$ cat src/rtl/rggen_backdoor_arbiter.sv
// Arbiter sharing one register access port between a frontdoor (bus) requester and a
// simulation backdoor requester. Backdoor wins by default; a streak limit bounds starvation.
module rggen_backdoor_arbiter #(
    parameter int unsigned DATA_WIDTH = 32,
    parameter int unsigned MAX_STREAK = 4
) (
    input  logic                  i_clk,
    input  logic                  i_rst_n,
    input  logic                  i_frontdoor_valid,
    input  logic [DATA_WIDTH-1:0] i_frontdoor_read_mask,
    input  logic [DATA_WIDTH-1:0] i_frontdoor_write_mask,
    input  logic [DATA_WIDTH-1:0] i_frontdoor_write_data,
    output logic                  o_frontdoor_ready,
    output logic [DATA_WIDTH-1:0] o_frontdoor_read_data,
    input  logic                  i_backdoor_valid,
    input  logic [DATA_WIDTH-1:0] i_backdoor_read_mask,
    input  logic [DATA_WIDTH-1:0] i_backdoor_write_mask,
    input  logic [DATA_WIDTH-1:0] i_backdoor_write_data,
    output logic                  o_backdoor_ready,
    output logic [DATA_WIDTH-1:0] o_backdoor_read_data,
    output logic                  o_pending_valid,
    output logic                  o_access_valid,
    output logic [DATA_WIDTH-1:0] o_access_read_mask,
    output logic [DATA_WIDTH-1:0] o_access_write_mask,
    output logic [DATA_WIDTH-1:0] o_access_write_data,
    input  logic                  i_access_ready,
    input  logic [DATA_WIDTH-1:0] i_access_read_data
);

    typedef enum logic [1:0] {
        StIdle,
        StFront,
        StBack
    } state_e;

    localparam logic [3:0] StreakLimit = 4'(MAX_STREAK);

    state_e                state_q;
    state_e                state_d;
    logic [3:0]            streak_q;
    logic [3:0]            streak_d;
    logic                  pending_q;
    logic                  pending_d;
    logic [DATA_WIDTH-1:0] read_mask_q;
    logic [DATA_WIDTH-1:0] read_mask_d;
    logic [DATA_WIDTH-1:0] write_mask_q;
    logic [DATA_WIDTH-1:0] write_mask_d;
    logic [DATA_WIDTH-1:0] write_data_q;
    logic [DATA_WIDTH-1:0] write_data_d;

    logic streak_full;
    logic grant_front;
    logic grant_back;
    logic front_done;
    logic back_done;

    // Backdoor wins ties unless the frontdoor has already waited out a full streak.
    always_comb begin
        streak_full = (streak_q >= StreakLimit);
        grant_front = (state_q == StIdle) && i_frontdoor_valid &&
                      (!i_backdoor_valid || streak_full);
        grant_back  = (state_q == StIdle) && i_backdoor_valid &&
                      (!i_frontdoor_valid || !streak_full);
    end

    always_comb begin
        state_d = state_q;
        unique case (state_q)
            StIdle: begin
                if (grant_back) begin
                    state_d = StBack;
                end else if (grant_front) begin
                    state_d = StFront;
                end
            end
            StFront, StBack: begin
                if (i_access_ready) begin
                    state_d = StIdle;
                end
            end
            default: state_d = StIdle;
        endcase
    end

    always_comb begin
        streak_d = streak_q;
        if (grant_front) begin
            streak_d = '0;
        end else if (grant_back) begin
            if (i_frontdoor_valid) begin
                streak_d = streak_full ? StreakLimit : streak_q + 4'd1;
            end else begin
                streak_d = '0;
            end
        end
    end

    // Clear beats set so a grant always retires the pending indication.
    always_comb begin
        pending_d = pending_q;
        if ((state_q == StFront) && i_backdoor_valid) begin
            pending_d = 1'b1;
        end
        if (grant_back) begin
            pending_d = 1'b0;
        end
    end

    always_comb begin
        read_mask_d  = read_mask_q;
        write_mask_d = write_mask_q;
        write_data_d = write_data_q;
        if (grant_back) begin
            read_mask_d  = i_backdoor_read_mask;
            write_mask_d = i_backdoor_write_mask;
            write_data_d = i_backdoor_write_data;
        end else if (grant_front) begin
            read_mask_d  = i_frontdoor_read_mask;
            write_mask_d = i_frontdoor_write_mask;
            write_data_d = i_frontdoor_write_data;
        end
    end

    always_ff @(posedge i_clk) begin
        if (!i_rst_n) begin
            state_q      <= StIdle;
            streak_q     <= '0;
            pending_q    <= 1'b0;
            read_mask_q  <= '0;
            write_mask_q <= '0;
            write_data_q <= '0;
        end else begin
            state_q      <= state_d;
            streak_q     <= streak_d;
            pending_q    <= pending_d;
            read_mask_q  <= read_mask_d;
            write_mask_q <= write_mask_d;
            write_data_q <= write_data_d;
        end
    end

    // Completion is suppressed while reset is asserted so an abandoned access never signals.
    always_comb begin
        front_done = i_rst_n && (state_q == StFront) && i_access_ready;
        back_done  = i_rst_n && (state_q == StBack) && i_access_ready;
    end

    always_comb begin
        o_access_valid        = (state_q != StIdle);
        o_access_read_mask    = read_mask_q;
        o_access_write_mask   = write_mask_q;
        o_access_write_data   = write_data_q;
        o_pending_valid       = pending_q;
        o_frontdoor_ready     = front_done;
        o_backdoor_ready      = back_done;
        o_frontdoor_read_data = front_done ? i_access_read_data : '0;
        o_backdoor_read_data  = back_done ? i_access_read_data : '0;
    end

endmodule
$ cat config.mk
export PLATFORM = sky130hd
export DESIGN_NAME = rggen_backdoor_arbiter
export DESIGN_NICKNAME = d
export VERILOG_FILES = /design/src/rtl/rggen_backdoor_arbiter.sv
export SDC_FILE = /design/constraint.sdc
export NUM_CORES = 1
export LEC_CHECK = 0
export BUFFER_PORTS_ARGS = -buffer_cell sky130_fd_sc_hd__buf_2
export CORE_AREA = 2 2 153 155
export CTS_BUF_LIST = sky130_fd_sc_hd__clkbuf_2 sky130_fd_sc_hd__clkbuf_4 sky130_fd_sc_hd__clkbuf_8
export CTS_CLUSTER_DIAMETER = 120
export CTS_CLUSTER_SIZE = 30
export DETAILED_ROUTE_END_ITERATION = 12
export DIE_AREA = 0 0 155 157
export SLEW_MARGIN = 5
export SYNTH_ARGS = -nofsm -noshare
export SYNTH_HDL_FRONTEND = slang
export SYNTH_SLANG_ARGS = --single-unit
$ cat constraint.sdc
create_clock -name i_clk -period 3.1 [get_ports i_clk]
set_input_delay 0.465 -clock i_clk [delete_from_list [all_inputs] [get_ports i_clk]]
set_output_delay 0.465 -clock i_clk [all_outputs]
set_load 0.05 [all_outputs]
==> results of run 1 <==
[layer usage]
metal	wire length (um)	global-route usage, %	vias up
met5	0	0	-
met4	431	5.47	0
met3	1680	4.13	37
met2	10700	29.2	331
met1	9030	20.1	3034
li1	-	-	3147
[final timing paths]
check | endpoint | depth (start not counted) | slack, ns | start
setup / recovery | o_frontdoor_read_data[28] | 6 | 0.79 | state_q[1]
hold / removal | o_access_read_mask[12] | 3 | 0.32 | i_frontdoor_read_mask[12]
setup reg to reg | o_access_write_data[17] | 7 | 1.12 | state_q[0]
hold reg to reg | streak_q[1] | 2 | 0.50 | streak_q[1]
[cells by family (layout without fill, tap and decap cells)]
family                   count (synthesis)  count (layout)  share of synthesized area, %
AO/OA/AOI/OAI                          403             403                          41.9
flip-flops                             103             103                          39.4
buffers and inverters                   86             429                          8.45
AND/OR/NAND/NOR                         78              78                          9.26
adder cells (fa/ha/maj)                  4               4                         0.957
[worst min-delay path, cell delays in order]
cell and delay, ns:
buf_2 0.09, o21ai_0 0.06, a21oi_1 0.06
[placed cells by master, fill, tap and decap left out, types with 2 or more instances in the layout]
cell type    n
dfxtp_1    103
clkinv_4     2
nor3b_1      2
buf_12       7
o21a_4       2
a21oi_1    102
and2_1      64
ha_1         4
clkbuf_8     9
o21ai_1     10
and3_1       2
buf_2      392
o21ai_0    189
inv_1        4
clkbuf_4     2
o21ai_4      2
nand4_1      2
a31oi_1     96
buf_4       10
[state kept, by name, indices dropped and copies added, names as in the netlist]
signal,count
o_pending_valid,1
streak_q,4
o_access_read_mask,32
o_access_write_data,32
state_q,2
o_access_write_mask,32
[power breakdown]
part	total [W]	leakage, nW	switching (W)	internal, W
sequential	0.00169	0.855	0.000117	0.00157
clock	0.000853	0.0966	0.000531	0.000322
combinational	0.00230	2.67	0.00169	0.000615
total	0.00484	3.62	0.00234	0.00251
[cell type report]
class / instances / area (um2) / area share, %
Clock buffer: 11 / 139 / 1.85
Clock inverter: 5 / 42.5 / 0.566
Inverter: 4 / 15.0 / 0.200
Multi-Input combinational cell: 485 / 2730 / 36.3
Sequential cell: 103 / 2060 / 27.4
Tap cell: 285 / 357 / 4.74
Timing Repair Buffer: 409 / 2180 / 29.0
[per-stage QoR]
step | utilization (%) | power (W)
floorplan | - | 0.00338
global placement | 32.6 | 0.00401
detailed placement | 32.6 | 0.00401
CTS | 33.4 | 0.00489
global route | 33.4 | 0.00511
finish | 33.4 | 0.00484
==> results.json, run 1 <==
{
  "vias": 6549,
  "cts.clk_slew.worst_paths_ns": 0.12,
  "fp.dieArea_um2": 24300,
  "crit_required_ns": 2.63,
  "cap_viol_max_count": 0,
  "drive_gt1_share_pct": 42.6,
  "syn-cell-area_um2": 5230,
  "async_flop_share_pct": 0,
  "drt_iter0_drc": 494,
  "hold_viol": 0,
  "numClockSinks": 103,
  "port_buffers": 392,
  "crit_chain": "inv_1 > ha_1 > and3_1 > buf_4 > and2_1 > buf_2",
  "die_h_um": 157,
  "yosys-top-cells-count": "189 x o21ai_0, 103 x dfxtp_1, 102 x a21oi_1",
  "ant_nets": 0,
  "setup-violations-final": 0,
  "yosys_warnings": 0,
  "preCtsSetupSlack_ns": 1.00,
  "seq_area_frac_synth_pct": 39.4,
  "p_leak_nw": 3.62,
  "antennaDiodeCount": 0,
  "n_fill_cell": 2440,
  "io-pin-count": 393,
  "design.core.area_um2": 22500,
  "syn_nets": 907,
  "grt-ovfl-total": 0,
  "start_util_pct": 23.2,
  "crit_fanout": 33,
  "placedCellCount": 1286,
  "ctsHoldBuffers": 0,
  "first_pass_iters": 7,
  "slew_viol_final": 0,
  "path_buf_inv": 3,
  "cts_resized": 0,
  "numCtsBuffers": 9,
  "clock.fmax_ghz": 0.432,
  "cts_max_level": 3,
  "slew_headroom_pct": 42.4,
  "cp.arrival_ns": 1.85,
  "antenna_found_initial": 0,
  "route.detailed.drc": 0,
  "path_delay_family": "buffers and inverters",
  "power_density_nw_per_um2": 644,
  "max_stage_delay_ns": 0.34,
  "cts_tree": "done",
  "final_area_um2": 7520,
  "cp_slowest_cell": "dfxtp_1",
  "crit_type": "reg -> out",
  "outcome": "finished clean",
  "wirelength_mm": 21.9,
  "grt_pass1_vias": 6214,
  "ys_types": 28,
  "layout_setup_ws_ns": 0.788,
  "synth-seq-cells": 103,
  "rows": 55,
  "period_minus_slack_ns": 2.31,
  "fin_tns_setup_ns": 0,
  "grt_start_max_net_pins": 79,
  "hold_class": "in -> reg",
  "track_usage_pct": 16.7,
  "final_cell_count_no_fill": 1302,
  "die_w_um": 155,
  "gp_congestion": 0.782,
  "synth-edff-count": 0,
  "ir_drop_mv": 0.260,
  "synth_area_per_cell_um2": 7.76,
  "clockBufferDepth": 2,
  "rsz0062_at_grt": "no",
  "num-nets-final": 1245,
  "synthCells": 674,
  "ys.flop_type": "dfxtp_1",
  "worstMarginPinSlew_ns": 0.861,
  "hold_ws_ns": 0.318,
  "cp-end-kind": "primary output",
  "clock_skew_ns": 0.0166,
  "synth.most_common_cell": "o21ai_0",
  "clock_latency_ns": 0.38,
  "yosysTopAreaCellShare_pct": 39.4,
  "place_hpwl_mm": 15.0,
  "finalCritPeriodShare_pct": 74.6,
  "wire_per_inst_um": 16.8,
  "synth_area_leader_cell": "dfxtp_1",
  "clockRootBuffer": "clkbuf_8",
  "via_per_inst": 5.03,
  "post_cts_buffers": 0,
  "synthToLayoutAreaGrowth_pct": 43.8,
  "critPathLaunchType": "register",
  "placedInstanceArea_um2": 7340,
  "grt_pass1_wl_mm": 32.5,
  "ys_top_cells_by_area": "dfxtp_1 39%, o21ai_0 18%, a31oi_1 11%"
}
(Power assumes the default switching activity.)
==> inputs of run 2 (changes only) <==
- CORE_AREA: 2 2 153 155 -> 2 2 152 154
- DIE_AREA: 0 0 155 157 -> 0 0 154 156
- clock period: 3.1 -> 2.1 ns (I/O delays scaled with it)
==> run 2 against run 1 <==
  * Clock skew down 0.0027 ns
  * Clock-buffer cell count down 2
  * Final cell count barely moved
  * Register-to-register slack lost 0.83 ns
  * Combinational power grew 51%
  * Critical path depth did not move
  * Largest cell class unchanged
  * Die area shrank 1.3%
  * Largest power group unchanged
  * Critical path type unchanged
  * Design area grew 3.9%
  * Clock power increased by 61%
==> results.json, run 2 (synthesis results as in run 1) <==
{
  "via_per_inst": 5.04,
  "crit_fanout": 33,
  "grt_pass1_vias": 6097,
  "fin_tns_setup_ns": 0,
  "vias": 6556,
  "track_usage_pct": 17.0,
  "wl_met1_mm": 9.19,
  "ctsHoldBuffers": 0,
  "clock_skew_ns": 0.0139,
  "grt_pass1_wl_mm": 32.9,
  "first_pass_iters": 5,
  "outcome": "finished clean",
  "gp_congestion": 0.771,
  "cp-end-kind": "primary output",
  "slew_viol_final": 0,
  "ir_drop_mv": 0.467,
  "port_buffers": 392,
  "die_h_um": 156,
  "cts_tree": "done",
  "cts.clk_slew.worst_paths_ns": 0.12,
  "pwr-share-seq_pct": 34.0,
  "cap_viol_max_count": 0,
  "wl_met3_mm": 1.71,
  "multi_input_area_um2": 2730,
  "io-pin-count": 393,
  "final_area_um2": 7810,
  "die_w_um": 154,
  "cts_max_level": 3,
  "clock_latency_ns": 0.38,
  "antenna_found_initial": 1,
  "num-nets-final": 1245,
  "finalPower_w": 0.00732,
  "preCtsSetupSlack_ns": 0.297,
  "fp.dieArea_um2": 24000,
  "place_hpwl_mm": 15.3,
  "period_minus_slack_ns": 2.03,
  "top_layer_used": "met5",
  "route.detailed.drc": 0,
  "ant_nets": 0,
  "clockPowerShare_pct": 18.7,
  "switching_share_pct": 47.4,
  "final_cell_mix": "341 x buf_2, 189 x o21ai_0, 102 x a21oi_1, 102 x dfxtp_1, 96 x a31oi_1",
  "cp.arrival_ns": 1.71,
  "clock.fmax_ghz": 0.493,
  "p_int_w": 0.00385,
  "critPathLaunchType": "register",
  "placedInstanceArea_um2": 7410,
  "grt-ovfl-total": 0,
  "p_leak_nw": 3.66,
  "start_util_pct": 23.4,
  "p_switching_w": 0.00347,
  "hold_class": "in -> reg",
  "hold_viol": 0,
  "clockBufferDepth": 2,
  "numCtsBuffers": 9,
  "rows": 55,
  "wirelength_mm": 22.2,
  "crit_type": "reg -> out",
  "finalCritPeriodShare_pct": 96.6,
  "drive_gt1_share_pct": 42.8,
  "post_cts_buffers": 0,
  "drt_iter0_drc": 483,
  "ff2ff_path_depth": 6,
  "layout_setup_ws_ns": 0.0713,
  "setup-violations-final": 0,
  "antennaDiodeCount": 0,
  "grt_start_max_net_pins": 99,
  "clockRootBuffer": "clkbuf_8",
  "design.core.area_um2": 22400,
  "combPwrFrac_pct": 47.4,
  "ff_latch_area_um2": 2060,
  "worstMarginPinSlew_ns": 0.582,
  "n_fill_cell": 2354,
  "min_path_cells": 3,
  "synthToLayoutAreaGrowth_pct": 49.4,
  "power_density_nw_per_um2": 937,
  "wl_met2_mm": 11.0,
  "crit_required_ns": 1.78,
  "slew_headroom_pct": 61.1,
  "numClockSinks": 103,
  "final_common_cell": "buf_2",
  "wire_per_inst_um": 17.0
}
==> run 2: changes by cell type in the layout (fill, tap and decap cells not counted), moves of 8 or more <==
cell and delta:
buf_12 +8, clkbuf_4 +9, buf_6 +8, buf_2 -51, buf_4 +24
==> run 2: per-layer routing <==
layer,global-route usage (%),up-vias
li1,-,3145
met1,20.9,3047
met2,30.1,338
met3,4.03,24
met4,4.27,2
met5,0,-
==> run 2: critical path: stages, from the launching register on <==
cell      delay [ns]
dfxtp_2         0.35
inv_1           0.06
ha_1            0.19
and3_1          0.21
buf_12          0.16
and2_1          0.16
clkbuf_4        0.20
==> run 2: timing repair <==
action / CTS / global route
endpoints found under the setup margin: 64 / 63
cloned: 0 / 0
gates resized for setup: 38 / 37
==> run 2: through the flow <==
| step | cells | util [%] | hold WS (ns) |
|---|---|---|---|
| floorplan | 674 | - | 0.458 |
| global placement | 1286 | 33.1 | 0.467 |
| detailed placement | 1286 | 33.1 | 0.476 |
| CTS | 1301 | 34.5 | 0.145 |
| global route | 1301 | 34.9 | 0.147 |
| finish | 1301 | 34.9 | 0.175 |
==> run 2: cell type report <==
cell class                      instances  share of cell area (%)
Clock buffer                            9                    1.59
Clock inverter                          6                    1.04
Inverter                                4                   0.192
Multi-Input combinational cell        485                    35.0
Sequential cell                       103                    26.4
Tap cell                              285                    4.57
Timing Repair Buffer                  409                    31.2
==> run 2: power groups by stage <==
stage / clock network, W / logic (W) / registers [W]
2_1_floorplan: 0 / 0.00126 / 0.00373
3_3_place_gp: 0 / 0.00344 / 0.00252
3_5_place_dp: 0 / 0.00345 / 0.00252
4_1_cts: 0.00144 / 0.00347 / 0.00248
5_1_grt: 0.00150 / 0.00368 / 0.00252
6_report: 0.00137 / 0.00347 / 0.00249
==> run 2: final timing paths <==
path,from,end,slack [ns]
worst min register to register,streak_q[1],streak_q[1],0.49
worst max-delay path,state_q[0],o_backdoor_read_data[19],0.07
worst min-delay path,i_frontdoor_write_data[28],o_access_write_data[28],0.17
worst max register to register,state_q[0],o_access_write_data[30],0.29
